--- src/rtl/button_press_emulator_pkg.sv ---
// ============================================================================
// Module  : button_press_emulator_pkg
// Purpose : Shared constants for the button press emulator: state encodings,
//           default press/gap timing and a small integer max helper.
// Ports   : none (package)
// Revision: 1.0 - initial release
// ============================================================================
`default_nettype none

package button_press_emulator_pkg;

  // State encodings
  localparam logic [1:0] EMU_IDLE  = 2'd0;
  localparam logic [1:0] EMU_PRESS = 2'd1;
  localparam logic [1:0] EMU_GAP   = 2'd2;

  // Default timing
  localparam int EMU_PRESS_CYCLES_DEF = 4;
  localparam int EMU_GAP_CYCLES_DEF   = 4;

  typedef enum logic [1:0] {
    ST_IDLE  = EMU_IDLE,
    ST_PRESS = EMU_PRESS,
    ST_GAP   = EMU_GAP
  } emu_state_e;

  function automatic int emu_max(input int a, input int b);
    return (a > b) ? a : b;
  endfunction

endpackage

`default_nettype wire

--- src/rtl/button_press_emulator_press_timer.sv ---
// ============================================================================
// Module  : press_timer
// Purpose : Loadable down-counter with a zero flag. Counts down by one per
//           cycle until it reaches zero, then holds. A load overrides the
//           count.
// Ports   : Clk        - clock, rising edge
//           Rst        - asynchronous active-high reset (count -> 0)
//           load_i     - load load_val_i this cycle
//           load_val_i - value to load
//           zero_o     - count is zero
// Revision: 1.0 - initial release
// ============================================================================
`default_nettype none

module press_timer #(
  parameter int MAX_CYCLES = 4,
  localparam int TW = (MAX_CYCLES > 1) ? $clog2(MAX_CYCLES) : 1
) (
  input  logic          Clk,
  input  logic          Rst,
  input  logic          load_i,
  input  logic [TW-1:0] load_val_i,
  output logic          zero_o
);

  logic [TW-1:0] count_q;
  logic [TW-1:0] count_d;

  always_comb begin
    count_d = count_q;
    if (load_i) begin
      count_d = load_val_i;
    end else if (count_q != '0) begin
      count_d = count_q - TW'(1);
    end
  end

  always_ff @(posedge Clk or posedge Rst) begin
    if (Rst) begin
      count_q <= '0;
    end else begin
      count_q <= count_d;
    end
  end

  assign zero_o = (count_q == '0);

endmodule

`default_nettype wire

--- src/rtl/button_press_emulator.sv ---
// ============================================================================
// Module  : button_press_emulator
// Purpose : Turns single-cycle request pulses into active-low button presses
//           of PRESS_CYCLES low cycles, each followed by GAP_CYCLES high
//           cycles. Requests arriving while busy are queued in a saturating
//           counter of depth QUEUE_DEPTH.
// Ports   : Clk        - clock, rising edge
//           Rst        - asynchronous active-high reset
//           Pulse_In   - press request (one per high cycle)
//           Button_Out - emulated button, active-low, idles high
//           Busy       - high in PRESS and GAP
//           Pending    - queued requests not yet started
//           Ovf_Clr    - clears Overflow   (BUTTON_EMU_OVERFLOW_EN only)
//           Overflow   - sticky drop flag  (BUTTON_EMU_OVERFLOW_EN only)
// Config  : define BUTTON_EMU_OVERFLOW_EN to add the overflow flag.
// Revision: 1.0 - initial release
// ============================================================================
`default_nettype none

module button_press_emulator
  import button_press_emulator_pkg::*;
#(
  parameter int PRESS_CYCLES = EMU_PRESS_CYCLES_DEF,
  parameter int GAP_CYCLES   = EMU_GAP_CYCLES_DEF,
  parameter int QUEUE_DEPTH  = 3,
  localparam int PW = $clog2(QUEUE_DEPTH + 1)
) (
  input  logic          Clk,
  input  logic          Rst,
  input  logic          Pulse_In,
  output logic          Button_Out,
  output logic          Busy,
  output logic [PW-1:0] Pending
`ifdef BUTTON_EMU_OVERFLOW_EN
  ,
  input  logic          Ovf_Clr,
  output logic          Overflow
`endif
);

  localparam int TMAX = emu_max(PRESS_CYCLES, GAP_CYCLES);
  localparam int TW   = (TMAX > 1) ? $clog2(TMAX) : 1;

  emu_state_e    state_q, state_d;
  logic [PW-1:0] pending_q, pending_d;
  logic          button_q, busy_q;
  logic          tmr_load;
  logic [TW-1:0] tmr_val;
  logic          tmr_zero;
  logic          start;     // a new press begins next cycle
  logic          q_full;

  press_timer #(
    .MAX_CYCLES (TMAX)
  ) u_timer (
    .Clk        (Clk),
    .Rst        (Rst),
    .load_i     (tmr_load),
    .load_val_i (tmr_val),
    .zero_o     (tmr_zero)
  );

  assign q_full = (pending_q == PW'(QUEUE_DEPTH));

  // Next state and timer loads
  always_comb begin
    state_d  = state_q;
    tmr_load = 1'b0;
    tmr_val  = '0;
    start    = 1'b0;
    case (state_q)
      ST_IDLE: begin
        if (Pulse_In || (pending_q != '0)) begin
          state_d  = ST_PRESS;
          tmr_load = 1'b1;
          tmr_val  = TW'(PRESS_CYCLES - 1);
          start    = 1'b1;
        end
      end
      ST_PRESS: begin
        if (tmr_zero) begin
          state_d  = ST_GAP;
          tmr_load = 1'b1;
          tmr_val  = TW'(GAP_CYCLES - 1);
        end
      end
      ST_GAP: begin
        if (tmr_zero) begin
          if (Pulse_In || (pending_q != '0)) begin
            state_d  = ST_PRESS;
            tmr_load = 1'b1;
            tmr_val  = TW'(PRESS_CYCLES - 1);
            start    = 1'b1;
          end else begin
            state_d = ST_IDLE;
          end
        end
      end
      default: state_d = ST_IDLE;
    endcase
  end

  // Queue accounting. When a press starts, a same-cycle pulse either starts
  // directly (empty queue) or replaces the dequeued entry, so Pending only
  // drops when the start is served purely from the queue.
  always_comb begin
    pending_d = pending_q;
    if (start) begin
      if (!Pulse_In) begin
        pending_d = pending_q - PW'(1);
      end
    end else if (Pulse_In && !q_full) begin
      pending_d = pending_q + PW'(1);
    end
  end

  always_ff @(posedge Clk or posedge Rst) begin
    if (Rst) begin
      state_q   <= ST_IDLE;
      pending_q <= '0;
      button_q  <= 1'b1;
      busy_q    <= 1'b0;
    end else begin
      state_q   <= state_d;
      pending_q <= pending_d;
      // Outputs registered from the next state so they align with state_q
      button_q  <= (state_d != ST_PRESS);
      busy_q    <= (state_d != ST_IDLE);
    end
  end

  assign Button_Out = button_q;
  assign Busy       = busy_q;
  assign Pending    = pending_q;

`ifdef BUTTON_EMU_OVERFLOW_EN
  logic drop;
  logic ovf_q, ovf_d;

  assign drop = Pulse_In && !start && q_full;

  // Set has priority over clear
  always_comb begin
    ovf_d = ovf_q;
    if (drop) begin
      ovf_d = 1'b1;
    end else if (Ovf_Clr) begin
      ovf_d = 1'b0;
    end
  end

  always_ff @(posedge Clk or posedge Rst) begin
    if (Rst) begin
      ovf_q <= 1'b0;
    end else begin
      ovf_q <= ovf_d;
    end
  end

  assign Overflow = ovf_q;
`endif

endmodule

`default_nettype wire
--- config.mk ---
export PLATFORM = sky130hd
export DESIGN_NAME = button_press_emulator
export DESIGN_NICKNAME = d
export VERILOG_FILES = /design/src/rtl/button_press_emulator_pkg.sv /design/src/rtl/button_press_emulator_press_timer.sv /design/src/rtl/button_press_emulator.sv
export SDC_FILE = /design/constraint.sdc
export NUM_CORES = 1
export LEC_CHECK = 0
export BUFFER_PORTS_ARGS = -buffer_cell sky130_fd_sc_hd__buf_4
export CELL_PAD_IN_SITES_DETAIL_PLACEMENT = 0
export CELL_PAD_IN_SITES_GLOBAL_PLACEMENT = 2
export CORE_AREA = 10 10 47 49
export CTS_BUF_LIST = sky130_fd_sc_hd__clkbuf_16
export DETAILED_ROUTE_END_ITERATION = 12
export DIE_AREA = 0 0 57 59
export PLACE_DENSITY = 0.84
export REMOVE_ABC_BUFFERS = 1
export SYNTH_ARGS = -nofsm -noshare
export SYNTH_HDL_FRONTEND = slang
export SYNTH_SLANG_ARGS = --single-unit
export TNS_END_PERCENT = 50
--- constraint.sdc ---
create_clock -name Clk -period 4 [get_ports Clk]
set_input_delay 0 -clock Clk [delete_from_list [all_inputs] [get_ports Clk]]
set_output_delay 0 -clock Clk [all_outputs]
set_load 0.02 [all_outputs]
# [After elaboration in Yosys (flattened, before gate mapping)]
# Index checks and enable logic that the tools add are counted.
[word_totals] romBits=0 mem_count=0 in_bits=3 elab_cells=43 ramBits=0 ff_bits=8 latch_bits=0
[classes] n_lt_le_gt_ge=0 reduce_logical=11 eq_ne=5 bitwise_logic=0 mux=19 n_mul=0 n_shift=0 n_div=0 addsub=3
[ops] cell="2-bit two-way mux" count=11
[ops] cell="2-bit case mux with 3 select lines" count=2
[ops] cell="2-bit nonzero test" count=5
[ops] cell="2-bit equality test (second input constant)" count=2
[ops] cell="2-bit logical NOT" count=2
[ops] cell="1-bit two-way mux" count=4
[ops] cell="2-bit by 1-bit subtractor with 2-bit output (second input constant)" count=2
[ops] cell="1-bit case mux with 3 select lines" count=1
[ops] cell="2-bit by 1-bit adder with 2-bit output (second input constant)" count=1
[ops] cell="2-bit by 1-bit equality test with 1-bit output (second input constant)" count=1
[ops] cell="2-bit by 1-bit != test with 1-bit output (second input constant)" count=1
[ops] cell="2-bit != test (second input constant)" count=1
[ops] cell="1-bit case mux with 2 select lines" count=1
[ops] cell="2-bit AND reduction" count=1
[ops] cell="1-bit logical AND" count=1
[ops] cell="1-bit logical NOT" count=1
[ops] cell="1-bit logical OR" count=1

# [Logic depth before layout (Yosys ltp)]
# Gate-level depths: netlist of the first run.
[logic_depth] word_depth=7 depth_mapped=6 mapped_depth_nobuf=6

# [By module]
# From an unflattened synthesis of the first run, not the netlist that was laid out.
[hier_totals] cells_unflattened=43 area_unflattened_um2=425.4
[by_module_without_submodules] mod="button_press_emulator" seq_area_each_um2=151.4 area_per_inst_um2=297.8 n_inst=1 cells_each=30
[by_module_without_submodules] mod="press_timer" seq_area_each_um2=50.0 area_per_inst_um2=127.6 n_inst=1 cells_each=13

# [Least setup slack after synthesis of the first run]
# Ideal clock, no wire load.
[synth_path] path_type="register to register" start="reg u_timer.count_q[0]" end="reg pending_q[0], in the netlist Pending[0]" path_stages_with_launch=7 required_ns=3.864 setup_ns=0.136 t_arrival_ns=1.242 slack_ns=2.622 path_buffers=0 period_less_slack_ns=1.378 path_cell_list="dfrtp_1 inv_1 ha_1 nor2b_2 or2_4 a211oi_1 a21oi_1"
[synth_between] elab_chain_cells=5 word_cells_on_any_way=7 cone_classes="1 x eq/ne; 3 x mux; 3 x reduce/logical"
[synth_lines] item="from (decl)" line_no="button_press_emulator_press_timer.sv:26" source="logic [TW-1:0] count_q;"
[synth_lines] item="from (signal assigned)" line_no="button_press_emulator_press_timer.sv:42" source="count_q <= count_d;"
[synth_lines] item="2-bit logical NOT (*)" line_no="button_press_emulator_press_timer.sv:46" source="assign zero_o = (count_q == '0);"
[synth_lines] item="1-bit two-way mux (*)" line_no="button_press_emulator.sv:88" source="if (tmr_zero) begin"
[synth_lines] item="1-bit case mux with 2 select lines (*)" line_no="button_press_emulator.sv:71" source="case (state_q)"
[synth_lines] item="2-bit != test (no source line) / 2-bit nonzero test (equally long branches)"
[synth_lines] item="2-bit AND reduction (no source line)"
[synth_lines] item="to (signal assigned)" line_no="button_press_emulator.sv:125" source="pending_q <= pending_d;"
[synth_lines] item="to (decl)" line_no="button_press_emulator.sv:45" source="logic [PW-1:0] pending_q, pending_d;"
# Mark *: on every way between the ends. The rest lies on a longest branch, timed or not.
# A chain may end at the register's enable or synchronous reset.

# [Worst setup path in the final report of the first run]
# Ends and elaborated chain as after synthesis.

==> results of run 1 <==
power by group:
part	total, uW	internal [uW]	switching [uW]
combinational	203	95.6	107
clock	167	130	37.5
sequential	153	122	31.5
state kept, by name, summed over array words and instances (netlist names):
register and cells:
u_timer.count_q 2, Pending 2, state_q 2, Button_Out 1
Busy 1
layer usage:
layer	global-route usage	up-vias	wire (um)
met4	0.03020	0	0
met3	0.02361	0	57
met2	0.07597	8	398
met1	0.05218	159	371
met5	0	-	0
li1	-	171	-
critical path, cell delays in order (launching register included):
cell and delay [ns]:
dfrtp_1 0.38, inv_1 0.08, ha_1 0.26, nor2b_2 0.10, or2_4 0.25, a211oi_1 0.23
a21oi_1 0.06
synth_stat cells:
cell type | number | share of area
dfrtp_1 | 7 | 0.41
inv_1 | 5 | 0.044
a21oi_1 | 4 | 0.047
nand2_1 | 3 | 0.027
nor2_1 | 3 | 0.027
o21ai_0 | 3 | 0.035
ha_1 | 2 | 0.059
nor3_1 | 2 | 0.024
a211oi_1 | 1 | 0.018
a221oi_1 | 1 | 0.021
buf_2 | 1 | 0.012
dfstp_2 | 1 | 0.062
mux2_2 | 1 | 0.027
nor2b_2 | 1 | 0.021
nor4b_1 | 1 | 0.021
o22a_2 | 1 | 0.024
o32a_2 | 1 | 0.027
o32ai_1 | 1 | 0.021
or2_4 | 1 | 0.021
or3_1 | 1 | 0.015
or3_2 | 1 | 0.018
xor2_1 | 1 | 0.021
stage by stage:
| step | cell area, um^2 | utilization | std cells | power, uW |
|---|---|---|---|---|
| 2_1_floorplan | 419.2 | - | 42 | 296.2 |
| 3_3_place_gp | 484.2 | 0.3455 | 64 | 355.3 |
| 3_5_place_dp | 484.2 | 0.3455 | 64 | 356.8 |
| 4_1_cts | 573.1 | 0.4089 | 69 | 530.4 |
| 5_1_grt | 573.1 | 0.4089 | 69 | 562.9 |
| 6_report | 573.1 | 0.4089 | 69 | 523.8 |
worst min path at each step:
stage / endpoint / slack (ns) / cells past startpoint
floorplan: Busy / -0.19 / 1
global placement: Pending[1] / -0.03 / 2
detailed placement: u_timer.count_q[0] / -0.03 / 2
CTS: Pending[1] / 0.08 / 3
global route: Pending[1] / 0.13 / 3
finish: Pending[1] / 0.07 / 3
kinds of logic (layout without fill, tap and decap cells):
logic type	after synthesis	in the layout
mux	1	1
flops	8	8
compound gates	12	12
buf+inv	6	16
xor+xnor	1	1
fa+ha+maj	2	2
simple gates	13	13
placed cells by master, fill, tap and decap left out, drive strengths merged, types with 2 or more instances in the layout:
cell type and instances:
nor2 3, buf 6, a21oi 4, dfrtp 7
clkbuf 3, nor3 2, inv 6, or3 2
o21ai 3, ha 2, nand2 3
cell type report:
class,instances,area (um^2)
timing repair buffer,7,55.05
clock buffer,3,75.07
fill,153,828.3
multi-input combinational,29,198.9
tap,16,20.02
inverter,5,18.77
sequential,8,201.4
clock inverter,1,3.754
repair_timing:
action                                 in CTS  in global routing
hold buffers                                1                  0
endpoints found under the hold margin       8                  0
setup buffers                               0                  0
==> flow_summary.toml, run 1 <==
[run_status]
status = "finished clean"

[routing]
drt_iter0_drc = 1
vias = 338
vias_per_cell = 4.899
route.detailed.drc = 0
final_antenna_net_count = 0
routed_wirelength_um = 827
avgRoutedWirePerCell_um = 11.99
first_pass_iters = 6

[clock_network]
h-tree-depth = 1
cts_tree = "done"
cts.clk_slew.worst_paths_ns = 0.04
clk-insertion-delay-late_ns = 0.23
cts_sinks = 8
cts.path.max_buffers = 2
cts_made_buffers = 3
cts-resized-gates = 0
cts-root-buf = "clkbuf_16"

[power_and_ir_drop]
cellLeakagePower_uw = 0.0002569
irDropWorstVdd_v = 0.0003724
p_per_area_nw_per_um2 = 914.1

[logic_synthesis]
synthAdderAreaFrac = 0.05900
syn_inst = 43
synth-xor-area-share = 0.02065
synthSimpleGateAreaFrac = 0.1711
synth_top_family_by_area = "compound AO/OA/AOI/OAI gates"
ys_seq_elements = 8
yosysWarnings = 0
synth_compound_area_frac = 0.1917
ys_types = 22
synth_mux_area_frac = 0.02655
synth_area_per_cell_um2 = 9.864
synth_seq_area_share = 0.4749
synth_area_um2 = 424.2

[grt]
grt_max_degree = 11
grt_pass1_vias = 316
antenna_found_initial = 0
grtUsageTotal = 0.04878
grt_pass1_wl_um = 1290
grt.overflow.total = 0

[timing]
rsz0062_at_grt = "false"
setup_tns_ns = 0
slew_headroom = 0.6796
whs_ns = 0.07343
tightest_slew_ns = 0.4769
skew_ns = 0.003089
finalHoldViolations = 0
finalCritPeriodShare = 0.3710
setup_viol = 0
fmax_mhz = 673.9
slew_viol_final = 0
period_minus_slack_ns = 1.484
worst_slack_ns = 2.516

[placement]
port_buffers = 6
gp_congestion = 0.7665
pre_cts_slack_ns = 2.519
dp_hpwl_um = 612.4

[die]
die_w_um = 57
ioPinCount = 7
num_rows = 14
dieArea_um2 = 3363
start_util = 0.3027
fp.dieH_um = 59
core-area_um2 = 1401

[critical_path]
timing.critical_path.arrival_ns = 1.59
critPathRequiredTime_ns = 4.11
reg2reg_to = "Pending[0]"
reg2reg_depth = 6
critPathMaxFanout = 6
reg2reg_from = "u_timer.count_q[0]"
regToRegSetupSlack_ns = 2.52
critPathCaptureType = "register"
crit_start = "u_timer.count_q[0]"
critPathLaunchType = "register"
path_class = "reg -> reg"
cp-endpoint = "Pending[0]"

[min_path]
min_path_type = "in -> reg"
hp-start = "Pulse_In"

[layout]
nets = 59
drive_gt1_frac = 0.3019
diodes = 0
area_growth_pct = 35.10

[flow_run]
drv_cap = 0
Power figures use the tool's default switching activity.
==> run 2, diff against run 1 <==
- ABC_AREA: default -> 1
- CORE_AREA: 10 10 47 49 -> 10 10 50 52
- DIE_AREA: 0 0 57 59 -> 0 0 60 62
- PLACE_DENSITY: 0.84 -> 0.78
- clock period: 4 -> 1.6 ns (I/O delays scaled with it)
==> run 2 against run 1 <==
Against the previous run: via count grew 2.1%; hold slack gained 0.020 ns; critical path depth grew 2; routed wire length grew 0.36%; core utilization shrank 5.7 points; clock power grew to 2.6 times the previous value; flip-flop and latch count is the same; synthesized cell count grew 23%; global-route usage grew 0.36 points.
==> flow_summary.toml, run 2 <==
[routing]
vias_per_cell = 4.259
drt_iter0_drc = 6
wl_met2_um = 408
highest_layer = "met4"
route.detailed.drc = 0
routed_wirelength_um = 830
vias = 345
final_antenna_net_count = 0
first_pass_iters = 4
met1_length_um = 374
wl_met3_um = 34
avgRoutedWirePerCell_um = 10.25

[clock_network]
cts.path.max_buffers = 2
cts-resized-gates = 0
cts_made_buffers = 3
post_cts_buffers = 0
cts_sinks = 8
clk-insertion-delay-late_ns = 0.23
h-tree-depth = 1
cts.clk_slew.worst_paths_ns = 0.04
cts-root-buf = "clkbuf_16"
cts_tree = "done"

[timing]
finalCritPeriodShare = 0.7420
period_minus_slack_ns = 1.187
fmax_mhz = 842.4
slew_headroom = 0.7859
tightest_slew_ns = 0.3209
setup_viol = 0
slew_viol_final = 0
setup_tns_ns = 0
rsz0062_at_grt = "false"
finalHoldViolations = 0
skew_ns = 0.005429

[logic_synthesis]
synth_most_common_cell = "nand2_1"
synth_top_area_cell = "dfrtp_1"
synth_enable_flop_cells = 0
ys_top_cells_by_area = "dfrtp_1 (42%), nand2_1 (15%), inv_1 (11%)"
synth_seq_area_share = 0.4879
synth_area_um2 = 412.9
ys_seq_elements = 8
yosysWarnings = 0
syn_inst = 53
synth_area_per_cell_um2 = 7.790
ys_types = 12
synth_ff_type = "dfrtp_1"
async_flop_share = 1.000
synth_common_cells = "nand2_1 (16), inv_1 (12), dfrtp_1 (7), nand3_1 (6), o21ai_0 (4)"
synth_top_area_frac = 0.4242

[grt]
grt_max_degree = 9
grtUsageTotal = 0.05239
antenna_found_initial = 0
grt.overflow.total = 0
grt_pass1_wl_um = 1400
grt_pass1_vias = 344

[layout]
final_cell_mix = "nand2_1 (16), inv_1 (13), dfrtp_1 (7), nand3_1 (6), buf_4 (6)"
drive_gt1_frac = 0.1719
final_cell_count_no_fill = 81
finish.utilization = 0.3519
final_common_cell = "nand2_1"
diodes = 0
nets = 70
area_growth_pct = 37.58

[placement]
dp.cells = 76
port_buffers = 6
dp_hpwl_um = 672.9
gp_congestion = 0.7151

[die]
num_rows = 15
dieArea_um2 = 3720
start_util = 0.2558
core-area_um2 = 1614
fp.dieH_um = 62
ioPinCount = 7
die_w_um = 60

[critical_path]
timing.critical_path.arrival_ns = 1.30
critPathRequiredTime_ns = 1.71
critPathLaunchType = "register"
critPathCaptureType = "register"
critPathMaxFanout = 3
path_class = "reg -> reg"

[power_and_ir_drop]
p_per_area_nw_per_um2 = 2073
irDropWorstVdd_v = 0.0007278
cellLeakagePower_uw = 0.0003100

[min_path]
min_path_type = "in -> reg"

[run_status]
status = "finished clean"

[flow_run]
drv_cap = 0
-- run 2: cell types whose count changed after synthesis, sizes merged, moves of 2 or more --
cell / previous run / this run
inv: 5 / 12
nand2: 3 / 16
or3: 2 / 0
nand3: 0 / 6
nor3: 2 / 0
a21oi: 4 / 1
-- run 2: path summary, 6_finish.rpt --
path	startpoint	end	slack (ns)	cells after the start
min reg2reg	u_timer.count_q[0]	u_timer.count_q[0]	0.53	2
max in group asynchronous	Rst	Button_Out	1.04	3
max	u_timer.count_q[0]	u_timer.count_q[1]	0.41	8
min in group asynchronous	Rst	state_q[0]	0.27	3
max reg2reg	u_timer.count_q[0]	u_timer.count_q[1]	0.41	8
min	Pulse_In	Pending[1]	0.09	3
-- run 2: critical path: stages (launching register included) --
cell	delay, ns
dfrtp_1	0.35
inv_1	0.06
ha_1	0.22
inv_1	0.08
nand2_1	0.05
nand2_1	0.10
inv_1	0.06
nand2_1	0.07
nand3_1	0.07
-- run 2: layer usage --
| layer | up-vias | track usage |
|---|---|---|
| li1 | 181 | - |
| met1 | 159 | 0.05484 |
| met2 | 3 | 0.07647 |
| met3 | 2 | 0.03049 |
| met4 | 0 | 0.03846 |
| met5 | - | 0 |
-- run 2: area by class of cell --
class                      count  area (um^2)
fill                         179         1046
sequential                     8        201.4
multi-input combinational     33        166.4
clock buffer                   3        75.07
timing repair buffer           7        55.05
inverter                      12        45.04
tap                           17        21.27
clock inverter                 1        3.754
-- run 2: through the flow --
step | area [um^2] | worst slack, ns | power (uW) | hold slack, ns
global placement | 479.2 | 0.4213 | 763.3 | -0.03006
floorplan | 412.9 | 0.5291 | 637.5 | -0.1851
CTS | 568.0 | 0.3985 | 1192 | 0.1035
finish | 568.0 | 0.4129 | 1177 | 0.09375
detailed placement | 479.2 | 0.4064 | 760.0 | -0.02371
global route | 568.0 | 0.2484 | 1276 | 0.1082
-- run 2: logic make-up (layout without fill, tap and decap cells) --
group / Yosys count / count (layout) / synth area share
compound gates: 5 / 5 / 0.06060
xor+xnor: 1 / 1 / 0.02122
fa+ha+maj: 2 / 2 / 0.06060
buf+inv: 12 / 23 / 0.1091
flops: 8 / 8 / 0.4879
simple gates: 25 / 25 / 0.2606
-- run 2: timing repair --
action,4_1_cts,5_1_grt
hold endpoints to repair,7,0
hold buffers,1,0
setup endpoints to repair,0,0
-- run 2: report_power, final --
part	total, uW	switching (uW)	internal (uW)
clock	427	101	326
combinational	405	243	162
sequential	346	51.5	295
==> run 3, diff against run 2 <==
- clock period: 1.6 -> 1.2 ns (I/O delays scaled with it)
==> run 3 against run 2 <==
Against the previous run: die area stayed put; critical path depth is 1 lower; core utilization is 1.1 points higher; via count is 0.58% higher; global-route usage is 0.71 points lower; count of clock-buffer cells in the layout stayed put; routed wire length is 5.3% lower; register-to-register slack worse by 0.31 ns; power is 36% higher; first-iteration DRC count is 17% higher; critical path type unchanged; critical endpoint is now Button_Out.
==> flow_summary.toml, run 3 (same netlist as run 2, synthesis figures left out) <==
[run_status]
status = "finished clean"

[layout]
final_common_cell = "nand2_1"
drive_gt1_frac = 0.2923
area_growth_pct = 41.82
nets = 71
finish.utilization = 0.3628
diodes = 0
final_cell_mix = "nand2_1 (14), inv_1 (10), dfrtp_1 (7), buf_4 (7), nand3_1 (6)"
final_cell_count_no_fill = 82

[power_and_ir_drop]
irDropWorstVdd_v = 0.001514
power_frac_clock = 0.350
p_sw_frac = 0.3335
p_int_uw = 1070
cellLeakagePower_uw = 0.0003081
p_seq_frac = 0.291
combPwrFrac = 0.360
p_per_area_nw_per_um2 = 2741
power.switching_uw = 535.3

[timing]
setup_tns_ns = 0
fmax_mhz = 914.0
setup_viol = 0
period_minus_slack_ns = 1.094
rsz0062_at_grt = "true"
finalHoldViolations = 0
whs_ns = 0.05664
finalCritPeriodShare = 0.9118
worst_slack_ns = 0.1059
slew_viol_final = 0
tightest_slew_ns = 0.3169
skew_ns = 0.006758
slew_headroom = 0.7885

[die]
fp.dieH_um = 62
ioPinCount = 7
dieArea_um2 = 3720
start_util = 0.2558
num_rows = 15
core-area_um2 = 1614
die_w_um = 60

[critical_path]
critPathSlowestCell = "dfrtp_1"
critPathTopFamily = "flip-flops"
path_class = "reg -> reg"
cpPeakStageDelay_ns = 0.39
crit_path_frequent_cell = "nand2_1"
timing.critical_path.arrival_ns = 1.25
critPathCaptureType = "register"
crit_chain = "inv_2, ha_2, inv_1, nor2_1, nand2_1, nand2_1, nand2_1"
cp_num_buf_inv = 2
critPathMaxFanout = 3
critPathLaunchType = "register"
critPathRequiredTime_ns = 1.35
regToRegSetupSlack_ns = 0.11

[grt]
grtUsageTotal = 0.04532
grt_max_degree = 9
grt_pass1_wl_um = 1304
grt.overflow.total = 0
grt_pass1_vias = 326
antenna_found_initial = 0

[clock_network]
post_cts_buffers = 0
cts_made_buffers = 3
cts.path.max_buffers = 2
cts.clk_slew.worst_paths_ns = 0.04
cts-root-buf = "clkbuf_16"
cts_tree = "done"
cts_sinks = 8
clk-insertion-delay-late_ns = 0.23
h-tree-depth = 1

[routing]
vias_per_cell = 4.232
drt_iter0_drc = 7
final_antenna_net_count = 0
vias = 347
routed_wirelength_um = 786
first_pass_iters = 5
route.detailed.drc = 0
avgRoutedWirePerCell_um = 9.585

[min_path]
min_path_type = "in -> reg"

[placement]
pre_cts_slack_ns = 0.01419
gp_congestion = 0.7252
dp_hpwl_um = 636.8
port_buffers = 6
dp.cells = 77

[flow_run]
drv_cap = 0
[run 3: cell types whose count changed in the layout (fill, tap and decap cells not counted), sizes merged]
cell and change:
buf +1
[run 3: tightest hold or removal path, cell delays in order]
cell and delay (ns):
buf_4 0.09, nor2_2 0.04, o21ai_1 0.10
[run 3: final timing paths]
path | cells after the start | start | to
setup / recovery | 7 | u_timer.count_q[0] | Button_Out
hold / removal | 3 | Pulse_In | Pending[1]
setup reg to reg | 7 | u_timer.count_q[0] | Button_Out
hold reg to reg | 2 | u_timer.count_q[0] | u_timer.count_q[0]
max in group asynchronous | 3 | Rst | Button_Out
min in group asynchronous | 3 | Rst | state_q[1]
[run 3: through the flow]
step / power [uW] / cell area (um^2)
2_1_floorplan: 850.0 / 412.9
3_3_place_gp: 1030 / 486.7
3_5_place_dp: 1025 / 486.7
4_1_cts: 1601 / 575.6
5_1_grt: 1744 / 585.6
6_report: 1605 / 585.6
[run 3: final cells by class]
| class | count | area [um^2] |
|---|---|---|
| fillers | 178 | 1028 |
| flip-flops and latches | 8 | 201.4 |
| multi-input cells | 33 | 176.4 |
| clock buffers | 3 | 75.07 |
| repair buffers | 8 | 62.56 |
| inverters | 12 | 45.04 |
| well taps | 17 | 21.27 |
| clock inverters | 1 | 3.754 |
[run 3: per-layer routing]
layer / GRT usage / share of wire
met5: 0 / 0
met3: 0.01829 / 0.039
met4: 0.01923 / 0.0051
met1: 0.05484 / 0.44
met2: 0.06912 / 0.51
[run 3: timing repair]
action,CTS,global route
endpoints found under the setup margin,0,6
hold buffers,1,0
hold endpoints to repair,7,0
gates resized for setup,0,8
[run 3: power by group through the flow]
stage | sequential [uW] | combinational, uW | clock [uW]
CTS | 463 | 568 | 570
detailed placement | 465 | 561 | 0
floorplan | 512 | 338 | 0
global placement | 463 | 567 | 0
global route | 484 | 668 | 592
finish | 467 | 577 | 561
